===== src/rtl/inst_combine_stage.sv =====
// -----------------------------------------------------------------------------
// inst_combine_stage
//
// Purpose:
//   Sits between rename allocation and dispatch. Each incoming bundle of LANES
//   decoded instructions is merged with its allocated physical register
//   numbers, packed lane by lane into the dispatch format, and held in a
//   two-entry FIFO. A valid/ready handshake on both sides decouples the two
//   pipeline stages; flush drops everything buffered (mispredict recovery).
//
//   Packed lane format (OUT_W = KEEP_W+1+PR_W bits, MSB first):
//     { inst[INST_W-1 : INST_W-KEEP_W], need, need ? pr_num : 0 }
//
// Optional feature:
//   INST_COMB_STALL_CNT_EN - when defined, stall_cnt counts the edges on which
//   the head bundle is valid but dispatch is not ready, saturating at 16'hFFFF
//   and cleared only by reset. When undefined, no counter is built and
//   stall_cnt reads 16'h0000. The port list is the same in both builds.
//
// Ports:
//   clk         in   rising-edge clock
//   rst_n       in   synchronous active-low reset
//   in_valid    in   input bundle valid
//   in_ready    out  a bundle can be accepted this cycle (count != 2)
//   in_inst     in   LANES*INST_W, lane i at [i*INST_W +: INST_W]
//   in_pr_num   in   LANES*PR_W,  lane i at [i*PR_W +: PR_W]
//   in_pr_need  in   LANES, bit i set when lane i writes a destination
//   flush       in   discard all buffered bundles
//   out_valid   out  head bundle valid (count != 0)
//   out_ready   in   dispatch accepts the head bundle
//   out_inst    out  LANES*OUT_W packed head bundle, lane i at [i*OUT_W +: OUT_W]
//   stall_cnt   out  16-bit saturating back-pressure counter
// -----------------------------------------------------------------------------
module inst_combine_stage #(
  parameter int LANES  = 4,
  parameter int INST_W = 66,
  parameter int KEEP_W = 49,
  parameter int PR_W   = 6
) (
  input  logic                                 clk,
  input  logic                                 rst_n,
  input  logic                                 in_valid,
  output logic                                 in_ready,
  input  logic [LANES*INST_W-1:0]              in_inst,
  input  logic [LANES*PR_W-1:0]                in_pr_num,
  input  logic [LANES-1:0]                     in_pr_need,
  input  logic                                 flush,
  output logic                                 out_valid,
  input  logic                                 out_ready,
  output logic [LANES*(KEEP_W+1+PR_W)-1:0]     out_inst,
  output logic [15:0]                          stall_cnt
);

  localparam int OUT_W = KEEP_W + 1 + PR_W;
  localparam int BW    = LANES * OUT_W;
  localparam int DROP_W = INST_W - KEEP_W;

  // ---------------------------------------------------------------------------
  // Lane packing (combinational, ahead of storage)
  // ---------------------------------------------------------------------------
  logic [BW-1:0] packed_bundle;

  for (genvar gi = 0; gi < LANES; gi++) begin : g_lane
    logic [PR_W-1:0] pr_masked;
    // Low instruction bits are not carried into the dispatch format.
    logic            unused_low_bits;

    // A PR number on a lane that does not write a destination is meaningless
    // upstream garbage; force it to zero so dispatch sees a clean field.
    assign pr_masked = in_pr_need[gi] ? in_pr_num[gi*PR_W +: PR_W] : {PR_W{1'b0}};

    assign packed_bundle[gi*OUT_W +: OUT_W] = {
      in_inst[gi*INST_W + INST_W - 1 -: KEEP_W],
      in_pr_need[gi],
      pr_masked
    };

    assign unused_low_bits = ^in_inst[gi*INST_W +: DROP_W];
  end

  // ---------------------------------------------------------------------------
  // Two-entry circular FIFO
  // ---------------------------------------------------------------------------
  logic [BW-1:0] mem_q [2];
  logic [BW-1:0] mem_d [2];
  logic          wr_ptr_q, wr_ptr_d;
  logic          rd_ptr_q, rd_ptr_d;
  logic [1:0]    count_q,  count_d;

  logic push;
  logic pop;

  // in_ready depends on registered state only, so there is no combinational
  // path from out_ready back to the producer.
  assign in_ready  = (count_q != 2'd2);
  assign out_valid = (count_q != 2'd0);
  assign out_inst  = mem_q[rd_ptr_q];

  // Flush suppresses both handshakes: the bundle offered in the flush cycle
  // is dropped and a pop in that cycle is not a transfer.
  assign push = in_valid && in_ready && !flush;
  assign pop  = out_valid && out_ready && !flush;

  always_comb begin
    mem_d[0] = mem_q[0];
    mem_d[1] = mem_q[1];
    wr_ptr_d = wr_ptr_q;
    rd_ptr_d = rd_ptr_q;
    count_d  = count_q;

    if (flush) begin
      // Entry data is left in place; only the bookkeeping is cleared.
      wr_ptr_d = 1'b0;
      rd_ptr_d = 1'b0;
      count_d  = 2'd0;
    end else begin
      if (push) begin
        mem_d[wr_ptr_q] = packed_bundle;
        wr_ptr_d        = ~wr_ptr_q;
      end
      if (pop) begin
        rd_ptr_d = ~rd_ptr_q;
      end
      // Push and pop together leave count unchanged.
      count_d = count_q + {1'b0, push} - {1'b0, pop};
    end
  end

  always_ff @(posedge clk) begin
    if (!rst_n) begin
      mem_q[0] <= '0;
      mem_q[1] <= '0;
      wr_ptr_q <= 1'b0;
      rd_ptr_q <= 1'b0;
      count_q  <= 2'd0;
    end else begin
      mem_q[0] <= mem_d[0];
      mem_q[1] <= mem_d[1];
      wr_ptr_q <= wr_ptr_d;
      rd_ptr_q <= rd_ptr_d;
      count_q  <= count_d;
    end
  end

  // ---------------------------------------------------------------------------
  // Back-pressure counter
  // ---------------------------------------------------------------------------
`ifdef INST_COMB_STALL_CNT_EN
  logic [15:0] stall_q, stall_d;

  // Counts every stalled edge, flush cycles included; only reset clears it.
  always_comb begin
    stall_d = stall_q;
    if (out_valid && !out_ready && (stall_q != 16'hFFFF)) begin
      stall_d = stall_q + 16'd1;
    end
  end

  always_ff @(posedge clk) begin
    if (!rst_n) begin
      stall_q <= 16'h0000;
    end else begin
      stall_q <= stall_d;
    end
  end

  assign stall_cnt = stall_q;
`else
  assign stall_cnt = 16'h0000;
`endif

endmodule


===== config.mk =====
export PLATFORM = sky130hd
export DESIGN_NAME = inst_combine_stage
export DESIGN_NICKNAME = d
export VERILOG_FILES = /design/src/rtl/inst_combine_stage.sv
export SDC_FILE = /design/constraint.sdc
export NUM_CORES = 1
export LEC_CHECK = 0
export ABC_AREA = 0
export BUFFER_PORTS_ARGS = -buffer_cell sky130_fd_sc_hd__buf_4
export CAP_MARGIN = 20
export CELL_PAD_IN_SITES_DETAIL_PLACEMENT = 0
export CELL_PAD_IN_SITES_GLOBAL_PLACEMENT = 2
export CORE_ASPECT_RATIO = 1.5
export CORE_MARGIN = 3
export CORE_UTILIZATION = 33
export CTS_BUF_LIST = sky130_fd_sc_hd__clkbuf_8
export DETAILED_ROUTE_END_ITERATION = 8
export PLACE_DENSITY = 0.82
export RECOVER_POWER = 100
export SKIP_CTS_REPAIR_TIMING = 1
export SYNTH_ARGS = -nofsm -noshare
export SYNTH_HDL_FRONTEND = slang
export SYNTH_SLANG_ARGS = --single-unit

===== constraint.sdc =====
create_clock -name clk -period 2.3 [get_ports clk]
set_input_delay 0.115 -clock clk [delete_from_list [all_inputs] [get_ports clk]]
set_output_delay 0.115 -clock clk [all_outputs]
set_load 0.03 [all_outputs]

=== Yosys cells after proc, flatten, opt, wreduce, memory -nomap -nowiden ===
Memories as Yosys holds them, arrays and structs flattened. A register that Yosys moved wholly into a read port is not among the register bits.
Cells that the tools add are included.

* Eq/ne operators: 1
* Bitwise gates (word level): 6
* Reductions and logical operators: 8
* Add/sub/neg operators: 2
* Order comparisons: 2
* Muxes and demuxes: 15

{| class="wikitable"
|+ Operator list
! operator !! count
|-
| $mux 448 || 2
|-
| $mux 224 || 3
|-
| $bwmux 448 || 1
|-
| $demux 224 s1 || 1
|-
| $mux 6 || 4
|-
| $logic_and 1x1->1 || 5
|-
| $mux 1 || 4
|-
| $not 1->1 || 3
|-
| $add 2x1->2 || 1
|-
| $ge 2x2->1 const B || 1
|-
| $lt 2x1->1 const B || 1
|-
| $ne 2x2->1 const B || 1
|-
| $not 1->2 || 1
|-
| $or 1x1->1 || 2
|-
| $reduce_bool 2->1 || 1
|-
| $reduce_or 2->1 || 1
|-
| $sub 2x1->2 || 1
|-
| $logic_not 1->1 || 1
|}

* Register bits after elaboration: 4
* Output and inout port bits: 242
* RAM bits: 448
* Memories: 1

{| class="wikitable"
|+ Memories
! name !! words !! bits a word !! read ports !! clocked after memory_dff !! write ports !! line !! RTL
|-
| mem_q || 2 || 224 || 3 || 1 || 2 || 84 || <nowiki>logic [BW-1:0] mem_q [2];</nowiki>
|}

=== Longest topological paths before layout ===
Gate-level depths: netlist (run 1).

* Word-level depth: 9
* Gate-level depth with buffers: 8

=== Worst setup path after synthesis (run 1) ===
Ideal clock, no wire load.

* Path kind: register -> register
* From: reg count_q[1]
* To: reg count_q[1]
* Library setup time: 0.078 ns
* Arrival: 1.605 ns
* Slack: 0.617 ns
* Cell stages (with the launch flop): 9
* Period minus slack after synthesis: 1.683 ns
* Required time: 2.222 ns
* Cell sequence: dfxtp_1 nor2b_4 or3_1 ha_1 inv_1 ha_1 xor2_1 and2_1 nor3_1

* Cells in the longest elaborated chain, start to end: 5
* Elaborated cells between the ends (all ways): 8
* Classes of those cells: 2 x add/sub; 1 x eq/ne; 5 x reduce/logical

{| class="wikitable"
|+ RTL lines
! element !! line !! RTL
|-
| start: declaration || 88 || <nowiki>logic [1:0] count_q, count_d;</nowiki>
|-
| start signal: assignment || 141 || <nowiki>count_q <= count_d;</nowiki>
|-
| $ne 2x2->1 || 95 || <nowiki>assign in_ready = (count_q != 2'd2);</nowiki>
|-
| $logic_and 1x1->1 (2 in a row) || 101 || <nowiki>assign push = in_valid && in_ready && !flush;</nowiki>
|-
| $add 2x1->2 || 125 || <nowiki>count_d = count_q + {1'b0, push} - {1'b0, pop};</nowiki>
|-
| $sub 2x1->2 * || 125 ||
|}

Mark *: on every way between the ends. The rest lies on a longest branch, timed or not.
A chain may end at the register's enable or synchronous reset.

==> results of run 1 <==
-- worst register-to-register path: stages, from the launching register on --
cell and delay [ps]:
dfxtp_1 380, nor2b_1 420, inv_2 80, nand4b_1 200, buf_6 580, mux2i_1 380
-- power groups by stage --
| stage | Clock (W) | Combinational, W | Sequential (W) |
|---|---|---|---|
| after floorplan | 0 | 0.00141 | 0.00835 |
| after global placement | 0 | 0.00226 | 0.00837 |
| after detailed placement | 0 | 0.00229 | 0.00838 |
| after CTS | 0.00744 | 0.00230 | 0.00821 |
| after global routing | 0.00778 | 0.00268 | 0.00824 |
| final | 0.00713 | 0.00250 | 0.00821 |
-- sequential cells by signal, summed over array words and instances (netlist names), named ones only --
signal	count
rd_ptr_q	1
count_q	2
wr_ptr_q	1
mem_q	448
-- final cells by class --
type	instances	area, um^2	share of cell area
antenna	1	2.502	0.00009181
clock buffer	95	1308	0.04797
clock inverter	37	202.7	0.007437
inverter	4	15.01	0.0005509
multi-input combinational	1381	9768	0.3584
sequential	453	9072	0.3329
tap	777	972.2	0.03567
timing repair buffer	735	5914	0.2170
-- cells by family (layout without fill, tap and decap cells) --
| logic type | Yosys count | after routing |
|---|---|---|
| AO/OA/AOI/OAI | 3 | 3 |
| XOR/XNOR | 2 | 2 |
| adder cells (fa/ha/maj) | 2 | 2 |
| buffers and inverters | 170 | 871 |
| flip-flops | 453 | 453 |
| multiplexers | 672 | 672 |
| other | 1 | 17 |
| AND/OR/NAND/NOR | 686 | 686 |
-- metrics by stage --
| stage | hold slack (ps) | util | total power [W] |
|---|---|---|---|
| after detailed placement | 396.7 | 0.4038 | 0.01068 |
| after global placement | 385.2 | 0.4038 | 0.01062 |
| after floorplan | 276.5 | - | 0.009759 |
| after global routing | 263.5 | 0.4594 | 0.01870 |
| after CTS | -328.9 | 0.4292 | 0.01796 |
| final | 300.5 | 0.4594 | 0.01784 |
-- cell usage in the layout, fill, tap and decap left out, types with 21 or more instances in the layout --
cell type,Yosys,layout
dlygate4sd3_1,0,235
clkbuf_2,0,111
nand3_1,24,24
clkbuf_8,0,95
buf_2,32,66
inv_1,3,33
dfxtp_1,453,452
mux2_1,66,74
clkbuf_4,0,29
nand2_1,648,648
buf_12,0,21
mux2_2,158,150
mux2i_1,448,448
buf_4,25,256
-- layer usage --
layer  wire [um]  part of all wire  GRT usage  up-vias
li1            -                 -          -     7957
met1       22230              0.38     0.1802     7624
met2       29960              0.52     0.3137      453
met3        3898             0.067    0.05253       91
met4        1975             0.034    0.08310        0
met5           0                 0          0        -
-- worst max path at each step --
stage / from / endpoint / slack, ps / cells after the start
floorplan: count_q[1] / count_q[1] / 620 / 8
global placement: count_q[1] / count_q[1] / 450 / 8
detailed placement: count_q[1] / mem_q[1][84] / 410 / 6
CTS: flip-flop / out_inst[163] / -130 / 3
global route: flip-flop / out_inst[208] / 30 / 4
finish: flip-flop / out_inst[145] / 120 / 4
==> results.sh, run 1 <==
export IMPL_final_layout_size_suffix_gt1_frac=0.2754
export IMPL_crit_path_frequent_cell="buf_12"
export IMPL_pwr_share_comb=0.140
export IMPL_status="completed"
export IMPL_ys_warn_count=0
export IMPL_hpwl_um=39470
export IMPL_vias_per_cell=4.630
export IMPL_hp_start="in_inst[252]"
export IMPL_skew_ps=17.43
export IMPL_grt_pass1_vias=16217
export IMPL_grt_max_degree=76
export IMPL_hold_end="mem_q[1][212]"
export IMPL_hold_viol=0
export IMPL_switching_share=0.2676
export IMPL_cts_tree="yes"
export IMPL_setup_ws_ps=121.6
export IMPL_hp_class="input pin to flip-flop"
export IMPL_synth_simple_area_share=0.1330
export IMPL_synthCells=1989
export IMPL_seqPwrFrac=0.460
export IMPL_cts_max_level=3
export IMPL_p_sw_w=0.004773
export IMPL_die_area_um2=63250
export IMPL_grt_ovfl_total=0
export IMPL_crit_path_cell_trace="buf_12 -> buf_12 -> mux2_2 -> clkbuf_4"
export IMPL_dp_slack_ps=406.4
export IMPL_cp_slowest_cell="mux2_2"
export IMPL_yosysTopAreaCellShare=0.4564
export IMPL_setup_violations=0
export IMPL_p_per_area_nw_per_um2=654.5
export IMPL_critPathCaptureType="output port"
export IMPL_area_growth_pct=37.16
export IMPL_vias=16125
export IMPL_rows=109
export IMPL_drc=0
export IMPL_clk_pin_slew_worst_paths_ps=60
export IMPL_initial_core_util=0.3349
export IMPL_drtIter0Drc=547
export IMPL_detail_route_wl_per_cell_um=16.67
export IMPL_grt_pass1_wl_um=86850
export IMPL_slew_headroom=0.3172
export IMPL_setup_worst_path_class="flip-flop to output port"
export IMPL_stdcell_area_um2=27250
export IMPL_fin_cells=3483
export IMPL_yosysTopAreaCell="dfxtp_1"
export IMPL_cp_required_ps=2180
export IMPL_dr_pass1_iters=5
export IMPL_r2r_slack_ps=170
export IMPL_synth_enable_flop_cells=0
export IMPL_antenna_found_initial=1
export IMPL_yosysSeqAreaShare=0.4564
export IMPL_dieWidth_um=206.4
export IMPL_numClockSinks=453
export IMPL_crit_buf_inv=3
export IMPL_tightestPinTransition_ps=1024
export IMPL_io_buffer_count=454
export IMPL_r2r_start="count_q[1]"
export IMPL_ioPinCount=539
export IMPL_cap_violations=0
export IMPL_ir_worst_vdd_mv=0.4623
export IMPL_nFillCells=5729
export IMPL_rsz0062_at_grt="false"
export IMPL_r2r_end="mem_q[1][134]"
export IMPL_slowest_delay_ps=390
export IMPL_p_int_w=0.01307
export IMPL_clockBufferDepth=3
export IMPL_cp_arrival_ps=2060
export IMPL_syn_area_per_cell_um2=9.990
export IMPL_drt_wl_total_um=58060
export IMPL_synth_most_common_cell="nand2_1"
export IMPL_fmax_mhz=459.0
export IMPL_synth_compound_area_frac=0.0007556
export IMPL_placed_area_um2=23950
export IMPL_fin_crit_ps=2178
export IMPL_insertion_delay_ps=630
export IMPL_drv_slew=0
export IMPL_p_leak_nw=13.15
export IMPL_whs_path_depth=4
export IMPL_cp_max_fo=52
export IMPL_core_um2=59330
export IMPL_place_gp_congestion=0.7657
export IMPL_drtAntennaViolNets=0
export IMPL_synth_top_family_by_area="multiplexers"
export IMPL_startpoint_type="flip-flop"
export IMPL_dp_cells=3111
export IMPL_critPathTopFamily="buffers and inverters"
export IMPL_synth_xor_area_share=0.0008816
export IMPL_cts_root_buf="clkbuf_8"
export IMPL_netlist_area_um2=19870
export IMPL_grt_util_all_layers=0.1729
export IMPL_synthFlopType="dfxtp_1"
export IMPL_muxShareOfSynthArea=0.3526
export IMPL_synth_area_leaders="dfxtp_1 (46%), mux2i_1 (23%), nand2_1 (12%)"
export IMPL_fin_crit_sh=0.9471
export IMPL_async_flop_share=0
export IMPL_synthAdderAreaFrac=0.001259
export IMPL_synth_seq_cells=453
export IMPL_tns_ps=0
export IMPL_synthTopCellsByCount="nand2_1 (648), dfxtp_1 (453), mux2i_1 (448)"
export IMPL_rr_worst_depth=5
export IMPL_nets=2951
export IMPL_dieHeight_um=306.5
export IMPL_power_frac_clock=0.400
export IMPL_numCtsBuffers=77
export IMPL_synth_distinct_cells=27
Note: power is estimated with default switching activity, not from simulation.
==> run 2: changes to the inputs <==
--- a/config.mk
+++ b/config.mk
@@ -6,16 +6,16 @@
 export NUM_CORES = 1
 export LEC_CHECK = 0
 export ABC_AREA = 0
+export ABC_CLOCK_PERIOD_IN_PS = 1800
 export BUFFER_PORTS_ARGS = -buffer_cell sky130_fd_sc_hd__buf_4
 export CAP_MARGIN = 20
 export CELL_PAD_IN_SITES_DETAIL_PLACEMENT = 0
 export CELL_PAD_IN_SITES_GLOBAL_PLACEMENT = 2
 export CORE_ASPECT_RATIO = 1.5
 export CORE_MARGIN = 3
-export CORE_UTILIZATION = 33
-export CTS_BUF_LIST = sky130_fd_sc_hd__clkbuf_8
+export CORE_UTILIZATION = 29
 export DETAILED_ROUTE_END_ITERATION = 8
-export PLACE_DENSITY = 0.82
+export PLACE_DENSITY = 0.76
 export RECOVER_POWER = 100
 export SKIP_CTS_REPAIR_TIMING = 1
 export SYNTH_ARGS = -nofsm -noshare
==> constraint.sdc (replaced) <==
create_clock -name clk -period 1.8 [get_ports clk]
set_input_delay 0.09 -clock clk [delete_from_list [all_inputs] [get_ports clk]]
set_output_delay 0.09 -clock clk [all_outputs]
set_load 0.03 [all_outputs]
==> run 2 against run 1 <==
The flow now finishes with violations (setup timing). Design area rose by 7.8%. Die area rose by 13%. Utilization fell by 2.3 points. Register-to-register slack got worse by 330 ps. Global-route usage fell by 1.6 points. First-iteration DRC count rose by 6.8%. Total power rose by 34%. Clock power rose by 37%. Highest routed layer unchanged.
==> results.sh, run 2 (synthesized netlist as in run 1, its figures left out) <==
export IMPL_largest_register_ffs=448
export IMPL_drt_wl_total_um=63270
export IMPL_numClockSinks=453
export IMPL_cp_max_fo=16
export IMPL_clk_pin_slew_worst_paths_ps=60
export IMPL_mostFrequentLayoutCells="nand2_1 (648), dfxtp_1 (451), mux2i_1 (448)"
export IMPL_critPathTopFamily="buffers and inverters"
export IMPL_hp_start="in_valid"
export IMPL_drc=0
export IMPL_critPathCaptureType="output port"
export IMPL_p_leak_nw=13.73
export IMPL_drtAntennaViolNets=0
export IMPL_cts_root_buf="clkbuf_16"
export IMPL_die_area_um2=71760
export IMPL_clockBufferDepth=3
export IMPL_core_um2=67340
export IMPL_vias_per_cell=4.511
export IMPL_r2r_slack_ps=-160
export IMPL_switching_share=0.2560
export IMPL_crit_path_cell_trace="buf_12 -> buf_16 -> mux2_2 -> buf_4"
export IMPL_drtIter0Drc=584
export IMPL_p_per_area_nw_per_um2=813.2
export IMPL_seqPwrFrac=0.439
export IMPL_fin_crit_sh=1.126
export IMPL_insertion_delay_ps=590
export IMPL_dr_pass1_iters=5
export IMPL_grt_util_all_layers=0.1569
export IMPL_rows=116
export IMPL_crit_buf_inv=3
export IMPL_place_gp_congestion=0.7828
export IMPL_ir_worst_vdd_mv=0.6493
export IMPL_hold_end="wr_ptr_q"
export IMPL_reg_top3="mem_q: 448 flops, count_q: 2 flops"
export IMPL_cp_slowest_cell="dfxtp_4"
export IMPL_cp_arrival_ps=1940
export IMPL_grt_pass1_vias=15790
export IMPL_setup_worst_path_class="flip-flop to output port"
export IMPL_dieHeight_um=326.6
export IMPL_antenna_found_initial=1
export IMPL_whs_path_depth=5
export IMPL_startpoint_type="flip-flop"
export IMPL_grt_max_degree=69
export IMPL_fin_crit_ps=2027
export IMPL_drv_slew=0
export IMPL_skew_ps=18.84
export IMPL_cts_tree="yes"
export IMPL_power_frac_clock=0.410
export IMPL_status="finished with violations"
export IMPL_nets=2987
export IMPL_tns_ps=-49150
export IMPL_pwr_share_comb=0.151
export IMPL_p_int_w=0.01777
export IMPL_detail_route_wl_per_cell_um=17.55
export IMPL_cts_max_level=2
export IMPL_r2r_end="mem_q[1][86]"
export IMPL_final_layout_size_suffix_gt1_frac=0.2968
export IMPL_slowest_delay_ps=420
export IMPL_hpwl_um=42370
export IMPL_p_total_w=0.02388
export IMPL_fmax_mhz=493.3
export IMPL_violations="setup timing"
export IMPL_io_buffer_count=454
export IMPL_grt_ovfl_total=0
export IMPL_vias=16261
export IMPL_area_growth_pct=47.80
export IMPL_setup_violations=343
export IMPL_ioPinCount=539
export IMPL_rsz0062_at_grt="true"
export IMPL_numCtsBuffers=48
export IMPL_hold_viol=0
export IMPL_cp_required_ps=1710
export IMPL_regMostFlops="mem_q"
export IMPL_p_sw_w=0.006115
export IMPL_cap_violations=0
export IMPL_grt_pass1_wl_um=89140
export IMPL_r2r_start="count_q[1]"
export IMPL_hp_class="input pin to flip-flop"
export IMPL_final_common_cell="nand2_1"
export IMPL_initial_core_util=0.2951
export IMPL_rr_worst_depth=8
export IMPL_setup_ws_ps=-227.4
export IMPL_dieWidth_um=219.7
==> run 2: area by class of cell <==
type,count,area (um^2)
Clock buffer,69,1403
Inverter,4,15.01
Antenna cell,1,2.502
Sequential cell,453,9074
Fill cell,6472,37980
Clock inverter,12,123.9
Tap cell,885,1107
Multi-Input combinational cell,1381,9952
Timing Repair Buffer,800,7691
==> run 2: metrics by stage <==
step	cells	util	cell area (um^2)	setup WS (ps)	hold slack, ps
after global placement	3253	0.3635	24480	26.12	360.8
after CTS	3334	0.3862	26010	-408.1	-278.4
final	3605	0.4361	29370	-227.4	2.546
after detailed placement	3253	0.3635	24480	18.44	373.9
after floorplan	2004	-	19930	117.1	251.5
after global routing	3605	0.4361	29370	-299.0	18.18
==> run 2: worst max-delay path by stage <==
stage / start / end / slack [ps] / cells after the start
6_report: flip-flop / out_inst[143] / -230 / 4
5_1_grt: flip-flop / out_inst[124] / -300 / 4
4_1_cts: flip-flop / out_inst[195] / -410 / 4
3_3_place_gp: count_q[0] / count_q[1] / 30 / 8
2_1_floorplan: count_q[1] / count_q[1] / 120 / 8
3_5_place_dp: count_q[1] / count_q[1] / 20 / 9
==> run 2: power groups by stage <==
stage                     Combinational [W]  Sequential [W]  Clock (W)
after floorplan                     0.00180          0.0107          0
after global placement              0.00299          0.0107          0
after detailed placement            0.00303          0.0107          0
after CTS                           0.00304          0.0105     0.0102
after global routing                0.00384          0.0105     0.0105
final                               0.00360          0.0105    0.00979
==> run 2: per-layer routing <==
| metal | track usage | routed length [um] | vias to the layer above |
|---|---|---|---|
| li1 | - | - | 8019 |
| met1 | 0.1728 | 24680 | 7762 |
| met2 | 0.2823 | 33170 | 396 |
| met3 | 0.04839 | 3811 | 84 |
| met4 | 0.05505 | 1607 | 0 |
| met5 | 0 | 0 | - |
==> run 2: tightest hold or removal path, stage by stage <==
cell and delay, ps:
buf_4 120, inv_1 60, buf_4 120, or3_1 100
a21oi_1 60
